## config.mk

```make
export PLATFORM = sky130hd
export DESIGN_NAME = stack_cpu_core_flat
export DESIGN_NICKNAME = d
export VERILOG_FILES = /design/src/rtl/stack_cpu_core_if.sv /design/src/rtl/stack_cpu_core.sv /design/src/flat_wrapper.sv
export SDC_FILE = /design/constraint.sdc
export NUM_CORES = 1
export LEC_CHECK = 0
export ABC_AREA = 1
export CAP_MARGIN = 20
export CORE_MARGIN = 4
export CORE_UTILIZATION = 35
export DETAILED_ROUTE_END_ITERATION = 12
export PLACE_DENSITY = 0.63
export SYNTH_ARGS = -nofsm -noshare
export SYNTH_HDL_FRONTEND = slang
export SYNTH_SLANG_ARGS = --single-unit
```

## constraint.sdc

```tcl
create_clock -name clk -period 18.07 [get_ports clk]
set_input_delay 5.421 -clock clk [delete_from_list [all_inputs] [get_ports clk]]
set_output_delay 5.421 -clock clk [all_outputs]
set_load 0.01 [all_outputs]
```

## src/rtl/stack_cpu_core_if.sv

```systemverilog
// Bus bundle for stack_cpu_core: instruction fetch, data memory and status.
//   pc         core -> env  fetch address (registered)
//   instr      env  -> core instruction at pc, combinational
//   dmem_we    core -> env  data-memory write strobe
//   dmem_addr  core -> env  data-memory address (0 when idle)
//   dmem_wd    core -> env  data-memory write data (0 when idle)
//   dmem_rd    env  -> core read data, one cycle after dmem_addr
//   halted     core -> env  HALT executed
//   fault      core -> env  stopped on a stack error
//   fault_code core -> env  01 DS under, 10 DS over, 11 RS error
//   ds_count   core -> env  data-stack occupancy
interface stack_cpu_core_if #(
    parameter int unsigned WIDTH    = 16,
    parameter int unsigned DS_DEPTH = 16
);
    localparam int unsigned DS_CW = $clog2(DS_DEPTH) + 1;

    logic [WIDTH-1:0] pc;
    logic [WIDTH-1:0] instr;
    logic             dmem_we;
    logic [WIDTH-1:0] dmem_addr;
    logic [WIDTH-1:0] dmem_wd;
    logic [WIDTH-1:0] dmem_rd;
    logic             halted;
    logic             fault;
    logic [1:0]       fault_code;
    logic [DS_CW-1:0] ds_count;

    modport master (
        output pc, dmem_we, dmem_addr, dmem_wd, halted, fault, fault_code, ds_count,
        input  instr, dmem_rd
    );

    modport slave (
        input  pc, dmem_we, dmem_addr, dmem_wd, halted, fault, fault_code, ds_count,
        output instr, dmem_rd
    );
endinterface

```

## src/rtl/stack_cpu_core.sv

```systemverilog
// Two-stack (data + return) single-issue stack CPU core.
// Ports:
//   clk    rising-edge clock
//   reset  synchronous active-high reset
//   bus    stack_cpu_core_if.master: fetch, data memory and status signals
// Literals (MSB clear) push themselves; opcodes live in instr[3:0].
// Stack errors freeze the core in FAULT with a latched code; HALT freezes
// it in HALTED. Only reset leaves either state.
module stack_cpu_core #(
    parameter int unsigned WIDTH    = 16,
    parameter int unsigned DS_DEPTH = 16,
    parameter int unsigned RS_DEPTH = 8
) (
    input  logic             clk,
    input  logic             reset,
    stack_cpu_core_if.master bus
);

    localparam int unsigned DS_AW = $clog2(DS_DEPTH);
    localparam int unsigned DS_CW = DS_AW + 1;
    localparam int unsigned RS_AW = $clog2(RS_DEPTH);
    localparam int unsigned RS_CW = RS_AW + 1;

    localparam logic [3:0] OP_NOP   = 4'h0;
    localparam logic [3:0] OP_DROP  = 4'h1;
    localparam logic [3:0] OP_DUP   = 4'h2;
    localparam logic [3:0] OP_SWAP  = 4'h3;
    localparam logic [3:0] OP_ADD   = 4'h4;
    localparam logic [3:0] OP_SUB   = 4'h5;
    localparam logic [3:0] OP_AND   = 4'h6;
    localparam logic [3:0] OP_XOR   = 4'h7;
    localparam logic [3:0] OP_LOAD  = 4'h8;
    localparam logic [3:0] OP_STORE = 4'h9;
    localparam logic [3:0] OP_JMP   = 4'hA;
    localparam logic [3:0] OP_JZ    = 4'hB;
    localparam logic [3:0] OP_CALL  = 4'hC;
    localparam logic [3:0] OP_RET   = 4'hD;
    localparam logic [3:0] OP_TOR   = 4'hE;
    localparam logic [3:0] OP_HALT  = 4'hF;

    localparam logic [1:0] FC_NONE     = 2'b00;
    localparam logic [1:0] FC_DS_UNDER = 2'b01;
    localparam logic [1:0] FC_DS_OVER  = 2'b10;
    localparam logic [1:0] FC_RS       = 2'b11;

    typedef enum logic [1:0] {
        ST_RUN,
        ST_LOAD_WAIT,
        ST_HALTED,
        ST_FAULT
    } state_t;

    // Architectural state
    state_t           r_state;
    logic [WIDTH-1:0] r_pc;
    logic [WIDTH-1:0] r_ds [DS_DEPTH];
    logic [DS_CW-1:0] r_ds_cnt;
    logic [WIDTH-1:0] r_rs [RS_DEPTH];
    logic [RS_CW-1:0] r_rs_cnt;
    logic [1:0]       r_fault_code;

    // Next-state and control
    state_t           w_state_nxt;
    logic [WIDTH-1:0] w_pc_nxt;
    logic [DS_CW-1:0] w_ds_cnt_nxt;
    logic [RS_CW-1:0] w_rs_cnt_nxt;
    logic [1:0]       w_fault_code_nxt;
    logic             w_ds_we_a;
    logic [DS_AW-1:0] w_ds_idx_a;
    logic [WIDTH-1:0] w_ds_wd_a;
    logic             w_ds_we_b;
    logic [DS_AW-1:0] w_ds_idx_b;
    logic [WIDTH-1:0] w_ds_wd_b;
    logic             w_rs_we;
    logic [WIDTH-1:0] w_rs_wd;
    logic             w_dm_we;
    logic [WIDTH-1:0] w_dm_addr;
    logic [WIDTH-1:0] w_dm_wd;

    // Operand access and hazard decode
    logic [DS_AW-1:0] w_t_idx;
    logic [DS_AW-1:0] w_s_idx;
    logic [DS_AW-1:0] w_push_idx;
    logic [RS_AW-1:0] w_rs_top_idx;
    logic [RS_AW-1:0] w_rs_push_idx;
    logic [WIDTH-1:0] w_t;
    logic [WIDTH-1:0] w_s;
    logic [WIDTH-1:0] w_rs_top;
    logic [WIDTH-1:0] w_pc_inc;
    logic             w_is_op;
    logic [3:0]       w_op;
    logic             w_ds_full;
    logic             w_rs_full;
    logic             w_rs_empty;
    logic [1:0]       w_need;
    logic             w_grow;
    logic             w_rs_err;
    logic [1:0]       w_fcode;

    // Index arithmetic: out-of-range values only occur when the guarded
    // fault checks below already block the access.
    assign w_t_idx       = DS_AW'(r_ds_cnt - DS_CW'(1));
    assign w_s_idx       = DS_AW'(r_ds_cnt - DS_CW'(2));
    assign w_push_idx    = DS_AW'(r_ds_cnt);
    assign w_rs_top_idx  = RS_AW'(r_rs_cnt - RS_CW'(1));
    assign w_rs_push_idx = RS_AW'(r_rs_cnt);
    assign w_t           = r_ds[w_t_idx];
    assign w_s           = r_ds[w_s_idx];
    assign w_rs_top      = r_rs[w_rs_top_idx];
    assign w_pc_inc      = r_pc + WIDTH'(1);
    assign w_is_op       = bus.instr[WIDTH-1];
    assign w_op          = bus.instr[3:0];
    assign w_ds_full     = (r_ds_cnt == DS_CW'(DS_DEPTH));
    assign w_rs_full     = (r_rs_cnt == RS_CW'(RS_DEPTH));
    assign w_rs_empty    = (r_rs_cnt == '0);

    // Per-instruction stack requirements
    always_comb begin
        w_need   = 2'd0;
        w_grow   = 1'b0;
        w_rs_err = 1'b0;
        if (!w_is_op) begin
            w_grow = 1'b1;
        end else begin
            case (w_op)
                OP_DROP, OP_JMP, OP_LOAD: w_need = 2'd1;
                OP_DUP: begin
                    w_need = 2'd1;
                    w_grow = 1'b1;
                end
                OP_CALL, OP_TOR: begin
                    w_need   = 2'd1;
                    w_rs_err = w_rs_full;
                end
                OP_RET: w_rs_err = w_rs_empty;
                OP_SWAP, OP_ADD, OP_SUB, OP_AND, OP_XOR, OP_STORE, OP_JZ: w_need = 2'd2;
                default: ;
            endcase
        end
    end

    // Fault priority: DS underflow, DS overflow, RS error
    always_comb begin
        w_fcode = FC_NONE;
        if (DS_CW'(w_need) > r_ds_cnt) begin
            w_fcode = FC_DS_UNDER;
        end else if (w_grow && w_ds_full) begin
            w_fcode = FC_DS_OVER;
        end else if (w_rs_err) begin
            w_fcode = FC_RS;
        end
    end

    // Next-state, datapath control and memory outputs
    always_comb begin
        w_state_nxt      = r_state;
        w_pc_nxt         = r_pc;
        w_ds_cnt_nxt     = r_ds_cnt;
        w_rs_cnt_nxt     = r_rs_cnt;
        w_fault_code_nxt = r_fault_code;
        w_ds_we_a        = 1'b0;
        w_ds_idx_a       = w_push_idx;
        w_ds_wd_a        = '0;
        w_ds_we_b        = 1'b0;
        w_ds_idx_b       = w_t_idx;
        w_ds_wd_b        = '0;
        w_rs_we          = 1'b0;
        w_rs_wd          = '0;
        w_dm_we          = 1'b0;
        w_dm_addr        = '0;
        w_dm_wd          = '0;

        unique case (r_state)
            ST_RUN: begin
                if (w_fcode != FC_NONE) begin
                    w_state_nxt      = ST_FAULT;
                    w_fault_code_nxt = w_fcode;
                end else if (!w_is_op) begin
                    w_ds_we_a    = 1'b1;
                    w_ds_wd_a    = bus.instr;
                    w_ds_cnt_nxt = r_ds_cnt + DS_CW'(1);
                    w_pc_nxt     = w_pc_inc;
                end else begin
                    case (w_op)
                        OP_NOP: w_pc_nxt = w_pc_inc;
                        OP_DROP: begin
                            w_ds_cnt_nxt = r_ds_cnt - DS_CW'(1);
                            w_pc_nxt     = w_pc_inc;
                        end
                        OP_DUP: begin
                            w_ds_we_a    = 1'b1;
                            w_ds_wd_a    = w_t;
                            w_ds_cnt_nxt = r_ds_cnt + DS_CW'(1);
                            w_pc_nxt     = w_pc_inc;
                        end
                        OP_SWAP: begin
                            w_ds_we_a  = 1'b1;
                            w_ds_idx_a = w_t_idx;
                            w_ds_wd_a  = w_s;
                            w_ds_we_b  = 1'b1;
                            w_ds_idx_b = w_s_idx;
                            w_ds_wd_b  = w_t;
                            w_pc_nxt   = w_pc_inc;
                        end
                        OP_ADD, OP_SUB, OP_AND, OP_XOR: begin
                            w_ds_we_a  = 1'b1;
                            w_ds_idx_a = w_s_idx;
                            case (w_op)
                                OP_ADD:  w_ds_wd_a = w_s + w_t;
                                OP_SUB:  w_ds_wd_a = w_s - w_t;
                                OP_AND:  w_ds_wd_a = w_s & w_t;
                                default: w_ds_wd_a = w_s ^ w_t;
                            endcase
                            w_ds_cnt_nxt = r_ds_cnt - DS_CW'(1);
                            w_pc_nxt     = w_pc_inc;
                        end
                        OP_LOAD: begin
                            // Address goes out now; data arrives in LOAD_WAIT
                            w_dm_addr    = w_t;
                            w_ds_cnt_nxt = r_ds_cnt - DS_CW'(1);
                            w_state_nxt  = ST_LOAD_WAIT;
                        end
                        OP_STORE: begin
                            w_dm_we      = 1'b1;
                            w_dm_addr    = w_t;
                            w_dm_wd      = w_s;
                            w_ds_cnt_nxt = r_ds_cnt - DS_CW'(2);
                            w_pc_nxt     = w_pc_inc;
                        end
                        OP_JMP: begin
                            w_ds_cnt_nxt = r_ds_cnt - DS_CW'(1);
                            w_pc_nxt     = w_t;
                        end
                        OP_JZ: begin
                            w_ds_cnt_nxt = r_ds_cnt - DS_CW'(2);
                            w_pc_nxt     = (w_s == '0) ? w_t : w_pc_inc;
                        end
                        OP_CALL: begin
                            w_rs_we      = 1'b1;
                            w_rs_wd      = w_pc_inc;
                            w_rs_cnt_nxt = r_rs_cnt + RS_CW'(1);
                            w_ds_cnt_nxt = r_ds_cnt - DS_CW'(1);
                            w_pc_nxt     = w_t;
                        end
                        OP_RET: begin
                            w_rs_cnt_nxt = r_rs_cnt - RS_CW'(1);
                            w_pc_nxt     = w_rs_top;
                        end
                        OP_TOR: begin
                            w_rs_we      = 1'b1;
                            w_rs_wd      = w_t;
                            w_rs_cnt_nxt = r_rs_cnt + RS_CW'(1);
                            w_ds_cnt_nxt = r_ds_cnt - DS_CW'(1);
                            w_pc_nxt     = w_pc_inc;
                        end
                        OP_HALT: w_state_nxt = ST_HALTED;
                    endcase
                end
            end
            ST_LOAD_WAIT: begin
                // The LOAD already popped its address, so this push always fits
                w_ds_we_a    = 1'b1;
                w_ds_wd_a    = bus.dmem_rd;
                w_ds_cnt_nxt = r_ds_cnt + DS_CW'(1);
                w_pc_nxt     = w_pc_inc;
                w_state_nxt  = ST_RUN;
            end
            ST_HALTED, ST_FAULT: ;
        endcase
    end

    // FSM state register
    always_ff @(posedge clk) begin
        if (reset) begin
            r_state <= ST_RUN;
        end else begin
            r_state <= w_state_nxt;
        end
    end

    // Program counter, stack pointers and fault code
    always_ff @(posedge clk) begin
        if (reset) begin
            r_pc         <= '0;
            r_ds_cnt     <= '0;
            r_rs_cnt     <= '0;
            r_fault_code <= FC_NONE;
        end else begin
            r_pc         <= w_pc_nxt;
            r_ds_cnt     <= w_ds_cnt_nxt;
            r_rs_cnt     <= w_rs_cnt_nxt;
            r_fault_code <= w_fault_code_nxt;
        end
    end

    // Stack storage; contents are meaningless above the counts, so no reset
    always_ff @(posedge clk) begin
        if (w_ds_we_a) begin
            r_ds[w_ds_idx_a] <= w_ds_wd_a;
        end
        if (w_ds_we_b) begin
            r_ds[w_ds_idx_b] <= w_ds_wd_b;
        end
        if (w_rs_we) begin
            r_rs[w_rs_push_idx] <= w_rs_wd;
        end
    end

    assign bus.pc         = r_pc;
    assign bus.dmem_we    = w_dm_we;
    assign bus.dmem_addr  = w_dm_addr;
    assign bus.dmem_wd    = w_dm_wd;
    assign bus.halted     = (r_state == ST_HALTED);
    assign bus.fault      = (r_state == ST_FAULT);
    assign bus.fault_code = r_fault_code;
    assign bus.ds_count   = r_ds_cnt;

endmodule

```

## src/flat_wrapper.sv

```systemverilog
// flat-port wrapper written by rule: the top's interface ports become plain ports
module stack_cpu_core_flat 
#(
    parameter int unsigned WIDTH    = 16,
    parameter int unsigned DS_DEPTH = 16,
    parameter int unsigned RS_DEPTH = 8
)
  (clk, reset, bus_pc, bus_dmem_we, bus_dmem_addr, bus_dmem_wd, bus_halted, bus_fault, bus_fault_code, bus_ds_count, bus_instr, bus_dmem_rd);
  stack_cpu_core_if #(.WIDTH(WIDTH), .DS_DEPTH(DS_DEPTH)) bus_i ();
  input  logic clk;
  input  logic reset;
  output wire logic [$bits(bus_i.pc)-1:0] bus_pc;
  output wire logic [$bits(bus_i.dmem_we)-1:0] bus_dmem_we;
  output wire logic [$bits(bus_i.dmem_addr)-1:0] bus_dmem_addr;
  output wire logic [$bits(bus_i.dmem_wd)-1:0] bus_dmem_wd;
  output wire logic [$bits(bus_i.halted)-1:0] bus_halted;
  output wire logic [$bits(bus_i.fault)-1:0] bus_fault;
  output wire logic [$bits(bus_i.fault_code)-1:0] bus_fault_code;
  output wire logic [$bits(bus_i.ds_count)-1:0] bus_ds_count;
  input wire logic [$bits(bus_i.instr)-1:0] bus_instr;
  input wire logic [$bits(bus_i.dmem_rd)-1:0] bus_dmem_rd;
  assign bus_pc = bus_i.pc;
  assign bus_dmem_we = bus_i.dmem_we;
  assign bus_dmem_addr = bus_i.dmem_addr;
  assign bus_dmem_wd = bus_i.dmem_wd;
  assign bus_halted = bus_i.halted;
  assign bus_fault = bus_i.fault;
  assign bus_fault_code = bus_i.fault_code;
  assign bus_ds_count = bus_i.ds_count;
  assign bus_i.instr = bus_instr;
  assign bus_i.dmem_rd = bus_dmem_rd;
  stack_cpu_core #(.WIDTH(WIDTH), .DS_DEPTH(DS_DEPTH), .RS_DEPTH(RS_DEPTH)) u_core (.clk(clk), .reset(reset), .bus(bus_i));
endmodule
```

==> reports/results.ini, run 1 <==
[drt]
drc=0
finalWirelength_um=99870
drt_iter0_drc=3640
vias=25360
antenna_left=0
first_pass_iters=7
drt-wirelength-per-cell_um=22.43
vias_per_cell=5.694

[clock_tree]
clkTransAtPathRegs_ns=0.06
cts_setup_buffers=0
root_buffer=clkbuf_16
clk_latency_ns=0.60
ctsResizeCount=0
hold_buffers=0
clock_sinks=413
cts_inserted_buffers=47
cts_tree=yes
htree_levels=2
ctsLongestPathBuffers=3

[placed_design]
gp_congestion=0.9500
dp.cells=4363
place_hpwl_um=66990
io_buffers=91
dp_slack_ns=2.572

[logic_synthesis]
avgSynthCellArea_um2=7.595
syn_inst=3482
yosysTopAreaCell=edfxtp_1
synthTopCellsByCount=1074 x nand2_1, 389 x o21ai_0, 384 x edfxtp_1
yosys-top-cells-area=edfxtp_1 44%, nand2_1 15%, o21ai_0 7.4%, nand3_1 5.9%, inv_1 3.8%
syn_nets=3560
yosysWarnings=0
yosysUniqueCellTypes=58
ys_ff_latch=413
synth_edf_count=384
synth-seq-area-share_pct=45.80
synth_top_cell_area_share_pct=43.61
syn-cell-area_mm2=0.02644
synth-async-reset-ratio_pct=0
synth_most_common_cell=nand2_1
synth_flop_cell=edfxtp_1

[final_layout]
nets=3524
fin_util_pct=39.57
fin_cells=4453
drive_above_1_share_pct=5.658
synthToLayoutAreaGrowth_pct=11.78
fill_cells=7504

[timing]
fmax_ghz=0.06422
skew_ns=0.03100
rsz0062_at_grt=false
relSlewSlack_pct=21.89
finalHoldViolations=0
period_minus_slack_ns=15.57
final_max_slew_viol_count=0
finalCritPeriodShare_pct=86.18
setup_viol=0
tns_ns=0
fin_ws_ns=2.498
max_slew.worst_pin.slew_ns=1.169

[flow_run]
maxCapViolCount=0

[floorplan]
rows=100
io_pins=92
fp.dieArea_mm2=0.08002
start_util_pct=35.40
die_x_um=282.9
fp.dieH_um=282.9
coreArea_mm2=0.07470

[global_routing]
track_usage_pct=24.19
grt_max_degree=110
antenna_found_initial=5
first_global_vias=22900
grt-ovfl-total=0
grt_pass1_wl_um=146400

[critical_path]
cp.arrival_ns=10.15
crit_path_max_fanout=16
startpoint_type=primary input
cp-end-kind=primary output
cp_data_required_time_ns=12.65
crit_type=primary input to primary output

[power_and_ir_drop]
powerDensity_mw_per_mm2=215.1
leakage_nw=12.01
vdd_drop_max_mv=0.1407

[outcome]
outcome=completed

[worst_hold_path]
hold_class=register to register

-- worst paths after layout --
path | startpoint | to | slack [ns] | depth (start not counted)
setup reg to reg | u_core.bus.ds_count[0]$_SDFFE_PP0P_ | u_core.r_ds[7][14]$_DFFE_PP_ | 9.60 | 36
hold reg to reg | u_core.r_state[1]$_SDFFE_PP0P_ | u_core.r_state[0]$_SDFFE_PP0P_ | 0.52 | 2
setup / recovery | bus_instr[0] | bus_dmem_wd[15] | 2.50 | 18
hold / removal | u_core.r_state[1]$_SDFFE_PP0P_ | u_core.r_state[0]$_SDFFE_PP0P_ | 0.52 | 2
-- cell families (layout without fill, tap and decap cells) --
kind of cell | Yosys count | in the layout | share of synthesized area (%)
buffers and inverters | 529 | 529 | 8.124
flip-flops | 413 | 413 | 45.80
adder cells (fa/ha/maj) | 44 | 44 | 2.110
AO/OA/AOI/OAI | 787 | 787 | 16.70
XOR/XNOR | 33 | 33 | 1.278
multiplexers | 3 | 3 | 0.1136
other | 0 | 2 | 0
AND/OR/NAND/NOR | 1673 | 1673 | 25.88
-- layout make-up --
type | count | area (um^2) | area share, %
antenna | 2 | 5.005 | 0.01693
clock buffer | 55 | 1226 | 4.148
clock inverter | 30 | 290.3 | 0.9820
inverter | 303 | 1144 | 3.869
multi-input combinational | 2540 | 12280 | 41.53
sequential | 413 | 12120 | 41.00
tap | 969 | 1212 | 4.102
timing repair buffer | 141 | 1286 | 4.351
-- placed cells by master, fill, tap and decap left out, types with 12 or more instances in the layout --
cell and count:
inv_2 26, clkbuf_16 47, o211ai_1 65, nand3_1 314, clkinv_1 20, clkdlybuf4s50_1 91, a21oi_1 194, edfxtp_1 384
xor2_1 26, o21ai_1 23, nand2_1 1074, dfxtp_1 26, ha_1 42, nor2_1 227, o221ai_1 29, buf_4 50
inv_1 269, o21ai_0 388, a31oi_1 22, a22oi_1 16, o22ai_1 17, nor2_2 12
-- registers in the layout, summed over array words and instances (netlist names) --
signal / count
u_core.bus.fault_code: 2
u_core.r_rs: 128
u_core.r_ds: 256
u_core.r_state: 2
u_core.bus.ds_count: 5
u_core.r_rs_cnt: 4
u_core.bus.pc: 16
-- worst max-delay path, cell delays in order --
cell             delay [ns]
clkdlybuf4s50_1        0.62
nand2_1                0.49
inv_1                  0.27
o311ai_0               0.37
inv_1                  0.09
ha_1                   0.29
inv_1                  0.06
nor2_1                 0.03
o211ai_1               0.15
a21oi_1                0.06
inv_1                  0.10
nand3_2                0.23
nor2_2                 0.19
nand3_1                0.11
nor2_1                 0.15
inv_1                  0.39
nor2_1                 0.46
clkdlybuf4s50_1        0.63
-- metrics by stage --
stage	total power, W	area [um^2]	hold WS [ns]
finish	0.006359	29560	0.5171
global route	0.006744	29550	0.5443
CTS	0.006244	29530	0.5055
detailed placement	0.005277	28020	0.5286
global placement	0.005232	28020	0.5206
floorplan	0.003899	26440	0.4856
-- where the power goes --
| group | internal, W | switching (W) | total (W) |
|---|---|---|---|
| Combinational | 0.00109 | 0.00293 | 0.00402 |
| Sequential | 0.00128 | 0.0000926 | 0.00138 |
| Clock | 0.000556 | 0.000408 | 0.000964 |
-- layer usage --
layer	up-vias	GRT usage [%]	part of all wire, %
met1	11810	32.25	40
li1	11750	-	-
met5	-	0	0.043
met2	1483	37.01	43
met3	306	5.644	11
met4	6	12.16	5.5
Power figures use the tool's default switching activity.
==> inputs of run 2 (changes only) <==
PLACE_DENSITY = 0.5   (was 0.63)
==> reports/results.ini, run 2 (synthesis results as in run 1) <==
[outcome]
outcome=completed

[drt]
drc=0  ; unchanged
first_pass_iters=8  ; +1
drt_iter0_drc=2372  ; -35%
antenna_left=0  ; unchanged
vias_per_cell=5.548  ; -2.6%
finalWirelength_um=105100  ; +5.2%
drt-wirelength-per-cell_um=23.55  ; +5.0%
vias=24760  ; -2.4%

[timing]
rsz0062_at_grt=false
finalCritPeriodShare_pct=88.95  ; +2.8 points
whs_ns=0.5108  ; -0.006298 ns
max_slew.worst_pin.slew_ns=1.151  ; -0.01747 ns
finalHoldViolations=0  ; unchanged
skew_ns=0.02741  ; -0.003593 ns
fin_ws_ns=1.997  ; -0.5007 ns
tns_ns=0  ; unchanged
fmax_ghz=0.06222  ; -3.1%
relSlewSlack_pct=22.99  ; +1.1 points
period_minus_slack_ns=16.07  ; +0.5007 ns
final_max_slew_viol_count=0  ; unchanged
setup_viol=0  ; unchanged

[global_routing]
grt_max_degree=95  ; -14%
grt-ovfl-total=0  ; unchanged
antenna_found_initial=2  ; -3
track_usage_pct=25.55  ; +1.4 points
first_global_vias=22670  ; -1.0%
grt_pass1_wl_um=152500  ; +4.1%

[floorplan]
fp.dieH_um=282.9  ; unchanged
rows=100  ; unchanged
coreArea_mm2=0.07470  ; unchanged
fp.dieArea_mm2=0.08002  ; unchanged
die_x_um=282.9  ; unchanged
io_pins=92  ; unchanged
start_util_pct=35.40  ; unchanged

[clock_tree]
ctsLongestPathBuffers=3  ; unchanged
cts_tree=yes
htree_levels=2  ; unchanged
clock_sinks=413  ; unchanged
hold_buffers=0  ; unchanged
ctsResizeCount=0  ; unchanged
cts_inserted_buffers=51  ; +8.5%
clkTransAtPathRegs_ns=0.06  ; about the same
clk_latency_ns=0.62  ; +0.02 ns
root_buffer=clkbuf_16
cts_setup_buffers=0  ; unchanged

[power_and_ir_drop]
vdd_drop_max_mv=0.1193  ; -15%
leakage_nw=12.07  ; +0.55%
seqPwrFrac_pct=20.9  ; -0.7 points
pwr-share-comb_pct=63.4  ; +0.2 points
powerDensity_mw_per_mm2=220.7  ; +2.6%
clockPowerShare_pct=15.6  ; +0.4 points
finalPower_w=0.006561  ; +3.2%
switchingPower_w=0.003593  ; +4.7%
p_int_w=0.002968  ; +1.4%
swShare_pct=54.76  ; +0.79 points

[final_layout]
mostFrequentLayoutCells=1074 x nand2_1, 388 x o21ai_0, 384 x edfxtp_1
drive_above_1_share_pct=5.955  ; +0.30 points
synthToLayoutAreaGrowth_pct=12.40
largest_reg_flops=256  ; unchanged
nets=3529  ; +0.14%
top_register=u_core.r_ds
final_common_cell=nand2_1
multi_input_area_mm2=0.01229  ; about the same
seqCellArea_mm2=0.01212  ; unchanged
fill_cells=7714  ; +2.8%
n_antenna_cell=0  ; -2

[placed_design]
place_hpwl_um=70360  ; +5.0%
io_buffers=91  ; unchanged
dp_slack_ns=2.092  ; -0.4792 ns
gp_congestion=0.9227  ; -2.9%

[critical_path]
crit_path_max_fanout=17  ; +1
cp-end-kind=primary output
crit_type=primary input to primary output
cp.arrival_ns=10.65  ; +0.50 ns
ff2ff_path_depth=33  ; -8.3%
startpoint_type=primary input
rr_startpoint=u_core.bus.ds_count[0]$_SDFFE_PP0P_
cp_data_required_time_ns=12.65  ; about the same
r2r-end=u_core.r_ds[11][13]$_DFFE_PP_
r2r_slack_ns=9.27  ; -0.33 ns

[worst_hold_path]
hold_end=u_core.bus.pc[15]$_SDFFE_PP0P_
holdPathStages=2  ; unchanged
hold_class=register to register
hp-start=u_core.bus.pc[15]$_SDFFE_PP0P_

[flow_run]
maxCapViolCount=0  ; unchanged

[run 2: worst max path at each step]
stage                      end    startpoint  depth (start not counted)
2_1_floorplan  bus_dmem_wd[11]  bus_instr[0]                         18
3_3_place_gp   bus_dmem_wd[10]  bus_instr[0]                         18
3_5_place_dp   bus_dmem_wd[10]  bus_instr[0]                         18
4_1_cts        bus_dmem_wd[10]  bus_instr[0]                         18
5_1_grt        bus_dmem_wd[10]  bus_instr[0]                         18
6_report       bus_dmem_wd[10]  bus_instr[0]                         18
[run 2: final cells by class]
cell class,count,area share [%]
Multi-Input combinational cell,2540,41.34
Sequential cell,413,40.78
Clock buffer,63,4.517
Timing Repair Buffer,142,4.454
Tap cell,969,4.079
Inverter,303,3.843
Clock inverter,32,0.9893
[run 2: metrics by stage]
step / std cells / util [%] / cell area [um^2]
2_1_floorplan: 3482 / - / 26440
3_3_place_gp: 4361 / 37.50 / 28010
3_5_place_dp: 4364 / 37.55 / 28050
4_1_cts: 4459 / 39.75 / 29690
5_1_grt: 4462 / 39.79 / 29720
6_report: 4462 / 39.79 / 29720
[run 2: critical path: stages]
cell	delay, ns
clkdlybuf4s50_1	0.59
nand2_1	0.50
inv_1	0.28
o311ai_0	0.37
inv_1	0.09
ha_1	0.29
inv_1	0.05
nor2_1	0.03
o211ai_1	0.16
a21oi_1	0.06
inv_1	0.10
nand3_2	0.23
nor2_2	0.19
nand3_1	0.67
nor2_1	0.38
inv_1	0.39
a21oi_1	0.25
clkdlybuf4s50_1	0.57
[run 2: power groups by stage]
| stage | logic (W) | clock network (W) | registers (W) |
|---|---|---|---|
| final | 0.00416 | 0.00103 | 0.00137 |
| after global routing | 0.00453 | 0.00108 | 0.00138 |
| after CTS | 0.00409 | 0.00104 | 0.00137 |
| after detailed placement | 0.00407 | 0 | 0.00139 |
| after global placement | 0.00407 | 0 | 0.00139 |
| after floorplan | 0.00255 | 0 | 0.00134 |
[run 2: metal layers]
metal	vias to the layer above	global-route usage [%]	wire length, um
li1	11740	-	-
met1	11800	34.97	45150
met2	1044	41.52	48130
met3	172	3.093	7359
met4	0	9.982	4444
met5	-	0	0
